[config.mk]
export PLATFORM = sky130hd
export DESIGN_NAME = matmul_result_drain
export DESIGN_NICKNAME = d
export VERILOG_FILES = /design/src/rtl/matmul_pkg.sv /design/src/rtl/sync_fifo.sv /design/src/rtl/matmul_result_drain.sv
export SDC_FILE = /design/constraint.sdc
export NUM_CORES = 1
export LEC_CHECK = 0
export CORE_ASPECT_RATIO = 1.4
export CORE_MARGIN = 2
export CORE_UTILIZATION = 55
export CTS_CLUSTER_SIZE = 28
export DETAILED_ROUTE_END_ITERATION = 8
export GPL_TIMING_DRIVEN = 0
export PLACE_DENSITY = 0.91
export SYNTH_ARGS = -nofsm -noshare
export SYNTH_HDL_FRONTEND = slang
export SYNTH_HIERARCHICAL = 1
export SYNTH_SLANG_ARGS = --single-unit
[constraint.sdc]
create_clock -name clk -period 8.84 [get_ports clk]
set_input_delay 1.326 -clock clk [delete_from_list [all_inputs] [get_ports clk]]
set_output_delay 1.326 -clock clk [all_outputs]
set_load 0.1 [all_outputs]
[src/rtl/matmul_pkg.sv]
// rtl/matmul_pkg.sv - shared matrix multiplier widths and element types
package matmul_pkg;

    localparam int MM_DATA_W   = 32;
    localparam int MM_ELEM_W   = 8;
    localparam int MM_NUM_ELEM = MM_DATA_W / MM_ELEM_W;

    typedef logic [MM_ELEM_W-1:0]            mm_elem_t;
    typedef logic [$clog2(MM_NUM_ELEM)-1:0]  mm_idx_t;

endpackage

[src/rtl/sync_fifo.sv]
// rtl/sync_fifo.sv - single-clock FIFO with first-word-fall-through read
module sync_fifo
#(
    parameter int WIDTH = 32,
    parameter int DEPTH = 2
)
(
    input  logic                       clk,
    input  logic                       reset,
    input  logic                       push,
    input  logic                       pop,
    input  logic [WIDTH-1:0]           wdata,
    output logic [WIDTH-1:0]           rdata,
    output logic                       full,
    output logic                       empty,
    output logic [$clog2(DEPTH):0]     level
);

    localparam int PTR_W = $clog2(DEPTH);
    localparam int LVL_W = PTR_W + 1;

    logic [WIDTH-1:0] mem [DEPTH];
    logic [PTR_W-1:0] wr_ptr;
    logic [PTR_W-1:0] rd_ptr;
    logic [LVL_W-1:0] level_q;
    logic             do_push;
    logic             do_pop;

    // A push on a full FIFO is only legal when the head leaves in the same cycle.
    assign do_pop  = pop && !empty;
    assign do_push = push && (!full || do_pop);

    assign full  = (level_q == LVL_W'(DEPTH));
    assign empty = (level_q == '0);
    assign level = level_q;
    assign rdata = mem[rd_ptr];

    // Storage array; contents need no reset because empty masks them.
    always_ff @(posedge clk) begin
        if (do_push) begin
            mem[wr_ptr] <= wdata;
        end
    end

    // Pointers wrap naturally at the power-of-two depth; level disambiguates full/empty.
    always_ff @(posedge clk or posedge reset) begin
        if (reset) begin
            wr_ptr  <= '0;
            rd_ptr  <= '0;
            level_q <= '0;
        end else begin
            if (do_push) begin
                wr_ptr <= wr_ptr + PTR_W'(1);
            end
            if (do_pop) begin
                rd_ptr <= rd_ptr + PTR_W'(1);
            end
            case ({do_push, do_pop})
                2'b10:   level_q <= level_q + LVL_W'(1);
                2'b01:   level_q <= level_q - LVL_W'(1);
                default: level_q <= level_q;
            endcase
        end
    end

endmodule

[src/rtl/matmul_result_drain.sv]
// rtl/matmul_result_drain.sv - buffers multiplier results and streams them as elements
module matmul_result_drain
    import matmul_pkg::*;
#(
    parameter int DATA_W = MM_DATA_W,
    parameter int ELEM_W = MM_ELEM_W,
    parameter int DEPTH  = 2
)
(
    input  logic                               clk,
    input  logic                               reset,
    input  logic [DATA_W-1:0]                  c_in,
    input  logic                               c_done,
    output logic                               can_accept,
    output logic                               m_valid,
    input  logic                               m_ready,
    output logic [ELEM_W-1:0]                  m_data,
    output logic [$clog2(DATA_W/ELEM_W)-1:0]   m_index,
    output logic                               m_last,
    output logic                               overflow,
    input  logic                               clear_ovf,
    output logic [$clog2(DEPTH):0]             level
);

    localparam int NUM_ELEM = DATA_W / ELEM_W;
    localparam int IDX_W    = $clog2(NUM_ELEM);

    logic [DATA_W-1:0] head;
    logic              full;
    logic              empty;
    logic              push;
    logic              pop;
    logic              drop;
    logic [IDX_W-1:0]  idx;
    logic [ELEM_W-1:0] elem;

    assign m_valid = !empty;
    assign m_index = idx;
    assign m_last  = m_valid && (idx == IDX_W'(NUM_ELEM - 1));
    assign m_data  = m_valid ? elem : '0;

    // A word leaves only when its final element is accepted downstream.
    assign pop        = m_valid && m_ready && m_last;
    assign can_accept = !full || pop;
    assign push       = c_done && can_accept;
    assign drop       = c_done && !can_accept;

    sync_fifo #(
        .WIDTH (DATA_W),
        .DEPTH (DEPTH)
    ) u_fifo (
        .clk   (clk),
        .reset (reset),
        .push  (push),
        .pop   (pop),
        .wdata (c_in),
        .rdata (head),
        .full  (full),
        .empty (empty),
        .level (level)
    );

    // Select element idx of the head word, most significant element first.
    always_comb begin
        elem = '0;
        for (int k = 0; k < NUM_ELEM; k++) begin
            if (idx == IDX_W'(k)) begin
                elem = head[DATA_W-1-k*ELEM_W -: ELEM_W];
            end
        end
    end

    // Element counter advances on every transfer and rewinds after the last element.
    always_ff @(posedge clk or posedge reset) begin
        if (reset) begin
            idx <= '0;
        end else if (m_valid && m_ready) begin
            idx <= m_last ? '0 : idx + IDX_W'(1);
        end
    end

    // Sticky drop flag; a drop in the same cycle as a clear keeps it set.
    always_ff @(posedge clk or posedge reset) begin
        if (reset) begin
            overflow <= 1'b0;
        end else if (drop) begin
            overflow <= 1'b1;
        end else if (clear_ovf) begin
            overflow <= 1'b0;
        end
    end

endmodule

==> results of run 1 <==
[final timing paths]
check / startpoint / end / slack, ns
worst max-delay path: m_ready / can_accept / 4.33
worst min-delay path: overflow$_DFFE_PP0P_ / overflow$_DFFE_PP0P_ / 0.55
worst max register to register: u_fifo/level[0]$_DFFE_PP0P_ / u_fifo/mem[0][27]$_DFFE_PP_ / 6.25
worst min register to register: overflow$_DFFE_PP0P_ / overflow$_DFFE_PP0P_ / 0.55
max in group asynchronous: reset / u_fifo/level[0]$_DFFE_PP0P_ / 7.48
min in group asynchronous: reset / overflow$_DFFE_PP0P_ / 1.19
[cell usage after synthesis, types with 2 or more instances]
cell type / count / area [um2]
inv_1: 11 / 41.29
o21ai_0: 11 / 55.05
mux2_2: 33 / 371.6
buf_2: 6 / 30.03
nor2_1: 5 / 18.77
nand2_1: 10 / 37.54
xnor2_1: 2 / 17.52
a21oi_1: 4 / 20.02
o21ai_1: 7 / 35.03
buf_6: 2 / 22.52
dfrtp_1: 7 / 175.2
nor2b_1: 3 / 18.77
a221oi_2: 7 / 105.1
ha_1: 4 / 50.05
edfxtp_1: 64 / 1922
[sequential cells by signal, indices dropped and copies added, names as in the netlist]
register	count
overflow	1
u_fifo/wr_ptr	1
u_fifo/mem	64
u_fifo/rd_ptr	1
m_index	2
u_fifo/level	2
[routing by layer]
| layer | vias up | global-route usage |
|---|---|---|
| met5 | - | 0 |
| met4 | 0 | 0.1224 |
| met3 | 15 | 0.03558 |
| met2 | 64 | 0.3650 |
| met1 | 877 | 0.2303 |
| li1 | 841 | - |
[logic make-up (layout without fill, tap and decap cells)]
kind of cell	after synthesis	in the layout	share of synthesized area
mux	33	33	0.1229
fa+ha+maj	4	4	0.01656
simple gates	27	27	0.04843
xor+xnor	3	3	0.008694
compound gates	32	32	0.07864
buf+inv	19	87	0.03104
flops	71	71	0.6937
[cell type report]
class / count / area, um2 / area share
inverters: 11 / 41.29 / 0.01067
plain buffers: 8 / 52.55 / 0.01358
multi-input cells: 99 / 839.6 / 0.2169
flip-flops and latches: 71 / 2097 / 0.5419
well taps: 66 / 82.58 / 0.02134
clock buffers: 10 / 127.6 / 0.03298
repair buffers: 52 / 520.5 / 0.1345
clock inverters: 6 / 108.9 / 0.02813
[worst max-delay path: cells and delay by family]
family,cells,cell delay [ns]
buf+inv,2,1.62
simple gates,2,0.23
[per-stage QoR]
step,hold slack [ns],util
detailed placement,0.5371,0.6939
floorplan,0.4582,-
CTS,0.5513,0.7391
global route,0.5858,0.7391
global placement,0.4731,0.6925
finish,0.5494,0.7391
==> impl_metrics.env, run 1 <==
export IMPL_yosys_most_used_dff="edfxtp_1"
export IMPL_num_fill_cells=341
export IMPL_post_route_drc_count=0
export IMPL_synthArstFlopShare=0.09859
export IMPL_dr_pass1_iters=6
export IMPL_diodes=0
export IMPL_clock_sinks=71
export IMPL_core_um2=5236
export IMPL_grt_pass1_vias=1948
export IMPL_fmax_mhz=221.6
export IMPL_cts_reportedPaths_clkPinSlew_ns=0.07
export IMPL_final_cell_mix="edfxtp_1 (64), clkdlybuf4s50_1 (52), mux2_2 (33)"
export IMPL_viasPerCell=5.563
export IMPL_ios=53
export IMPL_root_buffer="clkbuf_8"
export IMPL_worst_path_most_repeated_cell="clkdlybuf4s50_1"
export IMPL_overflow=0
export IMPL_m1WireLength_um=2196
export IMPL_arrival_ns=3.19
export IMPL_syn_nets=230
export IMPL_hold_viol=0
export IMPL_cts_resized_gates=0
export IMPL_dp_cells=307
export IMPL_drtIter0Drc=155
export IMPL_cts_path_max_buffers=2
export IMPL_final_common_cell="edfxtp_1"
export IMPL_ys_types=28
export IMPL_postCtsHoldBufs=0
export IMPL_die_x_um=66.66
export IMPL_critPathKind="primary input to primary output"
export IMPL_dpl_cell_area_um2=3633
export IMPL_nets=293
export IMPL_die_y_um=91.72
export IMPL_relSlewSlack=0.3402
export IMPL_period_minus_slack_ns=4.513
export IMPL_highest_signal_layer="met4"
export IMPL_wl_met3_um=253
export IMPL_antenna_found_initial=0
export IMPL_finalClockSkew_ns=0.006837
export IMPL_setup_viol=0
export IMPL_place_ws_ns=4.341
export IMPL_synthCells=189
export IMPL_min_delay_path_depth=2
export IMPL_cts_tree="done"
export IMPL_grt_pass1_wl_um=9149
export IMPL_timing_final_crit_share=0.5106
export IMPL_rows=31
export IMPL_crit_chain="clkdlybuf4s50_1, nand3b_1, nand2_1, clkdlybuf4s50_1"
export IMPL_setup_tns_ns=0
export IMPL_status="complete, no violations"
export IMPL_cp_max_fo=3
export IMPL_grt_start_max_net_pins=33
export IMPL_synth_seq_cells=71
export IMPL_numCtsBuffers=9
export IMPL_max_slew_worst_pin_slew_ns=0.9866
export IMPL_end_kind="primary output"
export IMPL_avgSynthCellArea_um2=15.99
export IMPL_hold_class="register to register"
export IMPL_reg2reg_depth=5
export IMPL_yosys_warnings=6
export IMPL_setup_ws_ns=4.327
export IMPL_grt_usage=0.2085
export IMPL_synth_edf_count=64
export IMPL_postCtsSetupBuffers=0
export IMPL_gp_congestion=0.7009
export IMPL_drtAntennaViolNets=0
export IMPL_required_ns=7.51
export IMPL_die_area_um2=6114
export IMPL_design_area_um2=3870
export IMPL_initial_core_util=0.5773
export IMPL_rsz0062_at_grt="no"
export IMPL_synth_seq_area_share=0.6937
export IMPL_slowest_delay_ns=1.15
export IMPL_portBuffers=52
export IMPL_drv_slew=0
export IMPL_wire_per_inst_um=18.09
export IMPL_maxCapViolCount=0
export IMPL_drive_above_1_share=0.2685
export IMPL_final_cells=323
export IMPL_slowest_stage="clkdlybuf4s50_1"
export IMPL_insertion_delay_ns=0.34
export IMPL_start_kind="primary input"
export IMPL_synth_area_um2=3023
export IMPL_htreeDepth=3
export IMPL_wl_met2_um=3218
export IMPL_finalWirelength_um=5843
export IMPL_post_dp_hpwl_um=3873
export IMPL_num_vias=1797
export IMPL_area_growth_pct=28.02
Power of run 1 is left out: the tool's default activity adds up to more than one toggle a clock period on the data nets, which glitch-free logic cannot reach.
==> run 2: changes to the inputs <==
Settings changed: CORE_UTILIZATION 55 to 47, PLACE_DENSITY 0.91 to 0.83.
Clock period 8.84 ns to 3.6 ns, I/O delays scaled along.
==> run 2 against run 1 <==
Hold slack got worse by 0.15 ns. Clock skew up 0.0061 ns. Non-clock buffer count is the same. Critical path depth rose by 3. Global-route usage down 4.4 points. Die area grew 16%. Via count down 4.0%. Register-to-register slack got worse by 5.3 ns. Core utilization fell by 12 points. Highest routed layer unchanged.
==> impl_metrics.env, run 2 (same netlist as run 1, synthesis figures left out) <==
export IMPL_worst_path_buf_inv=3
export IMPL_period_minus_slack_ns=3.193
export IMPL_die_y_um=98.89
export IMPL_timing_final_crit_share=0.8869
export IMPL_cp_max_fo=10
export IMPL_critPathKind="register to primary output"
export IMPL_drive_above_1_share=0.2996
export IMPL_nets=293
export IMPL_rows=34
export IMPL_cts_reportedPaths_clkPinSlew_ns=0.07
export IMPL_grt_pass1_vias=1762
export IMPL_antenna_found_initial=0
export IMPL_slowest_delay_ns=0.61
export IMPL_final_cell_mix="edfxtp_1 (64), clkdlybuf4s50_1 (44), mux2_2 (33)"
export IMPL_postCtsHoldBufs=0
export IMPL_htreeDepth=3
export IMPL_status="complete, no violations"
export IMPL_die_x_um=71.78
export IMPL_drtAntennaViolNets=0
export IMPL_finalWirelength_um=5440
export IMPL_final_common_cell="edfxtp_1"
export IMPL_grt_pass1_wl_um=8507
export IMPL_cts_tree="done"
export IMPL_finalClockSkew_ns=0.01289
export IMPL_hold_viol=0
export IMPL_ios=53
export IMPL_gp_congestion=0.7083
export IMPL_slowest_stage="dlygate4sd2_1"
export IMPL_arrival_ns=2.65
export IMPL_post_dp_hpwl_um=3683
export IMPL_post_route_drc_count=0
export IMPL_dr_pass1_iters=4
export IMPL_setup_viol=0
export IMPL_rsz0062_at_grt="no"
export IMPL_start_kind="register"
export IMPL_insertion_delay_ns=0.34
export IMPL_core_um2=6211
export IMPL_post_route_util=0.6207
export IMPL_area_growth_pct=27.52
export IMPL_diodes=0
export IMPL_num_vias=1725
export IMPL_relSlewSlack=0.3400
export IMPL_cp_num_cells=7
export IMPL_hold_class="primary input to async pin"
export IMPL_regMostFlops="u_fifo/mem"
export IMPL_maxCapViolCount=0
export IMPL_largest_reg_flops=64
export IMPL_fmax_mhz=313.2
export IMPL_cpLargestDelayFamily="buffers and inverters"
export IMPL_overflow=0
export IMPL_portBuffers=52
export IMPL_drv_slew=0
export IMPL_clock_sinks=71
export IMPL_required_ns=3.06
export IMPL_cts_path_max_buffers=2
export IMPL_initial_core_util=0.4867
export IMPL_viasPerCell=5.243
export IMPL_grt_usage=0.1647
export IMPL_reg2reg_depth=5
export IMPL_end_kind="primary output"
export IMPL_worst_path_most_repeated_cell="buf_2"
export IMPL_wire_per_inst_um=16.53
export IMPL_crit_chain="buf_2, buf_2, mux2_2, nor2b_1, a221oi_1, o21ai_1, dlygate4sd2_1"
export IMPL_die_area_um2=7098
export IMPL_root_buffer="clkbuf_8"
export IMPL_numCtsBuffers=9
export IMPL_max_slew_worst_pin_slew_ns=0.9883
export IMPL_grt_start_max_net_pins=33
export IMPL_drtIter0Drc=98
## run 2: layer usage
| metal | global-route usage | vias to the layer above | part of all wire |
|---|---|---|---|
| li1 | - | 836 | - |
| met5 | 0 | - | 0 |
| met3 | 0.05215 | 7 | 0.060 |
| met1 | 0.1933 | 835 | 0.39 |
| met2 | 0.2721 | 47 | 0.54 |
| met4 | 0.07837 | 0 | 0.015 |
## run 2: cell type report
| type | count | area, um2 |
|---|---|---|
| clock inverters | 7 | 47.55 |
| well taps | 72 | 90.09 |
| flip-flops and latches | 71 | 2097 |
| multi-input cells | 99 | 865.8 |
| inverters | 11 | 41.29 |
| repair buffers | 52 | 536.8 |
| plain buffers | 8 | 52.55 |
| clock buffers | 9 | 123.9 |
| fillers | 467 | 2356 |
## run 2: through the flow
step | setup TNS (ns) | hold slack (ns) | std cells | setup slack [ns] | area [um2]
2_1_floorplan | -0.04629 | 0.2936 | 189 | -0.04629 | 3052
3_5_place_dp | 0 | 0.5530 | 313 | 0.3526 | 3667
4_1_cts | 0 | 0.3941 | 329 | 0.03713 | 3837
5_1_grt | 0 | 0.4100 | 329 | 0.2203 | 3855
6_report | 0 | 0.4019 | 329 | 0.4071 | 3855
3_3_place_gp | 0 | 0.4918 | 313 | 0.1677 | 3662
## run 2: worst paths after layout
| kind | slack, ns | from | endpoint |
|---|---|---|---|
| setup / recovery | 0.41 | u_fifo/rd_ptr$_DFFE_PP0P_ | m_data[6] |
| hold / removal | 0.40 | reset | overflow$_DFFE_PP0P_ |
| setup reg to reg | 0.99 | u_fifo/level[0]$_DFFE_PP0P_ | u_fifo/mem[0][14]$_DFFE_PP_ |
| hold reg to reg | 0.56 | overflow$_DFFE_PP0P_ | overflow$_DFFE_PP0P_ |
| max in group asynchronous | 3.01 | reset | u_fifo/rd_ptr$_DFFE_PP0P_ |
| min in group clk | 0.56 | overflow$_DFFE_PP0P_ | overflow$_DFFE_PP0P_ |
## run 2: what timing repair did
action                                  4_1_cts  5_1_grt
gates resized for setup                       1        7
buffers inserted                              0        0
endpoints found under the setup margin        1        7
Power of run 2 is left out for the same reason.
==> run 3: changes to the inputs <==
Settings changed: CORE_MARGIN 2 to 1.5, RECOVER_POWER set to 100.
==> run 3 against run 2 <==
Register-to-register slack got worse by 0.39 ns. Cell count unchanged. Critical path depth decreased by 2. Final area decreased by 1.5%. Setup slack got worse by 0.062 ns. Critical path type unchanged. Clock skew decreased by 0.0068 ns. The run now ends with capacitance limit, slew limit left. Hold slack improved by 0.12 ns. Count of clock-buffer cells in the layout increased by 3. Sequential share of layout area increased by 0.84 points. Non-clock buffer count unchanged.
==> impl_metrics.env, run 3 (same netlist as run 1, synthesis figures left out) <==
export IMPL_drive_above_1_share=0.2763
export IMPL_drtAntennaViolNets=0
export IMPL_slowest_stage="clkbuf_1"
export IMPL_fmax_mhz=307.2
export IMPL_required_ns=3.06
export IMPL_die_x_um=70.78
export IMPL_final_common_cell="edfxtp_1"
export IMPL_period_minus_slack_ns=3.255
export IMPL_gp_congestion=0.6896
export IMPL_setup_viol=0
export IMPL_grt_pass1_wl_um=8928
export IMPL_core_um2=6211
export IMPL_antenna_found_initial=0
export IMPL_relSlewSlack=-0.02378
export IMPL_drtIter0Drc=156
export IMPL_dpl_cell_area_um2=3667
export IMPL_viasPerCell=5.292
export IMPL_area_growth_pct=25.58
export IMPL_num_fill_cells=466
export IMPL_grt_start_max_net_pins=33
export IMPL_r2r_start="u_fifo/level[0]$_DFFE_PP0P_"
export IMPL_post_route_drc_count=0
export IMPL_hold_class="primary input to async pin"
export IMPL_start_kind="register"
export IMPL_maxCapViolCount=1
export IMPL_timing_final_crit_share=0.9041
export IMPL_cts_path_max_buffers=2
export IMPL_cp_max_fo=8
export IMPL_htreeDepth=3
export IMPL_ios=53
export IMPL_slowest_delay_ns=0.87
export IMPL_postCtsSetupBuffers=0
export IMPL_finalWirelength_um=5685
export IMPL_max_slew_worst_pin_slew_ns=1.536
export IMPL_cts_reportedPaths_clkPinSlew_ns=0.07
export IMPL_crit_chain="ha_1, nor2_1, o21ai_0, o21ai_2, clkbuf_1"
export IMPL_dr_pass1_iters=4
export IMPL_num_vias=1741
export IMPL_root_buffer="clkbuf_8"
export IMPL_cts_tree="done"
export IMPL_portBuffers=52
export IMPL_drv_slew=33
export IMPL_clock_sinks=71
export IMPL_design_area_um2=3796
export IMPL_overflow=0
export IMPL_die_y_um=97.89
export IMPL_diodes=0
export IMPL_wire_per_inst_um=17.28
export IMPL_rsz0062_at_grt="no"
export IMPL_cpLargestDelayFamily="buffers and inverters"
export IMPL_place_ws_ns=0.3417
export IMPL_critPathLaunch="m_index[0]$_DFFE_PP0N_"
export IMPL_arrival_ns=2.71
export IMPL_numCtsBuffers=9
export IMPL_die_area_um2=6929
export IMPL_regMostFlops="u_fifo/mem"
export IMPL_hold_viol=0
export IMPL_final_cell_mix="edfxtp_1 (64), dlygate4sd3_1 (41), mux2_2 (33)"
export IMPL_nets=293
export IMPL_post_dp_hpwl_um=3766
export IMPL_worst_path_buf_inv=1
export IMPL_status="finished with violations"
export IMPL_critPathKind="register to primary output"
export IMPL_insertion_delay_ns=0.34
export IMPL_grt_usage=0.1744
export IMPL_initial_core_util=0.4867
export IMPL_largest_reg_flops=64
export IMPL_grt_pass1_vias=1811
export IMPL_setup_ws_ns=0.3453
export IMPL_rows=34
export IMPL_hold_slack_ns=0.5267
export IMPL_post_route_util=0.6112
export IMPL_finalClockSkew_ns=0.006115
export IMPL_violations="capacitance limit, slew limit"
export IMPL_end_kind="primary output"
==> run 3: changes by cell type in the layout (fill, tap and decap cells not counted), sizes merged, moves of 2 or more <==
cell	change
clkdlybuf4s50	-41
clkbuf	+11
clkinvlp	-2
dlygate4sd3	+41
dlymetal6s2s	-7
==> run 3: layer usage <==
metal	wire (um)	GRT usage	share of wire	vias up
li1	-	-	-	842
met1	2247	0.2062	0.40	844
met2	3051	0.2955	0.54	48
met3	290	0.05882	0.051	7
met4	95	0.06096	0.017	0
met5	0	0	0	-
==> run 3: layout make-up <==
| class | instances | area, um2 | share of cell area |
|---|---|---|---|
| flip-flops and latches | 71 | 2097 | 0.5524 |
| multi-input cells | 99 | 862.1 | 0.2271 |
| repair buffers | 52 | 470.5 | 0.1239 |
| clock buffers | 12 | 135.1 | 0.03560 |
| well taps | 72 | 90.09 | 0.02373 |
| plain buffers | 8 | 52.55 | 0.01384 |
| clock inverters | 4 | 47.55 | 0.01252 |
| inverters | 11 | 41.29 | 0.01088 |
==> run 3: what timing repair did <==
action                                  4_1_cts  5_1_grt
endpoints found under the setup margin        1        7
resized for setup                             1        7
hold buffers                                  0        0
==> run 3: worst paths after layout <==
| kind | endpoint | slack (ns) | cells after the start |
|---|---|---|---|
| max | m_data[2] | 0.35 | 5 |
| min | overflow$_DFFE_PP0P_ | 0.53 | 2 |
| max reg2reg | u_fifo/mem[1][4]$_DFFE_PP_ | 0.60 | 4 |
| min reg2reg | overflow$_DFFE_PP0P_ | 0.55 | 2 |
| max in group asynchronous | u_fifo/rd_ptr$_DFFE_PP0P_ | 2.90 | 2 |
| min in group clk | overflow$_DFFE_PP0P_ | 0.55 | 2 |
==> run 3: stage by stage <==
| stage | instances | setup TNS (ns) |
|---|---|---|
| after detailed placement | 313 | 0 |
| after global routing | 329 | 0 |
| final | 329 | 0 |
| after floorplan | 189 | -0.04629 |
| after global placement | 313 | 0 |
| after CTS | 329 | 0 |
Power of run 3 is left out for the same reason.
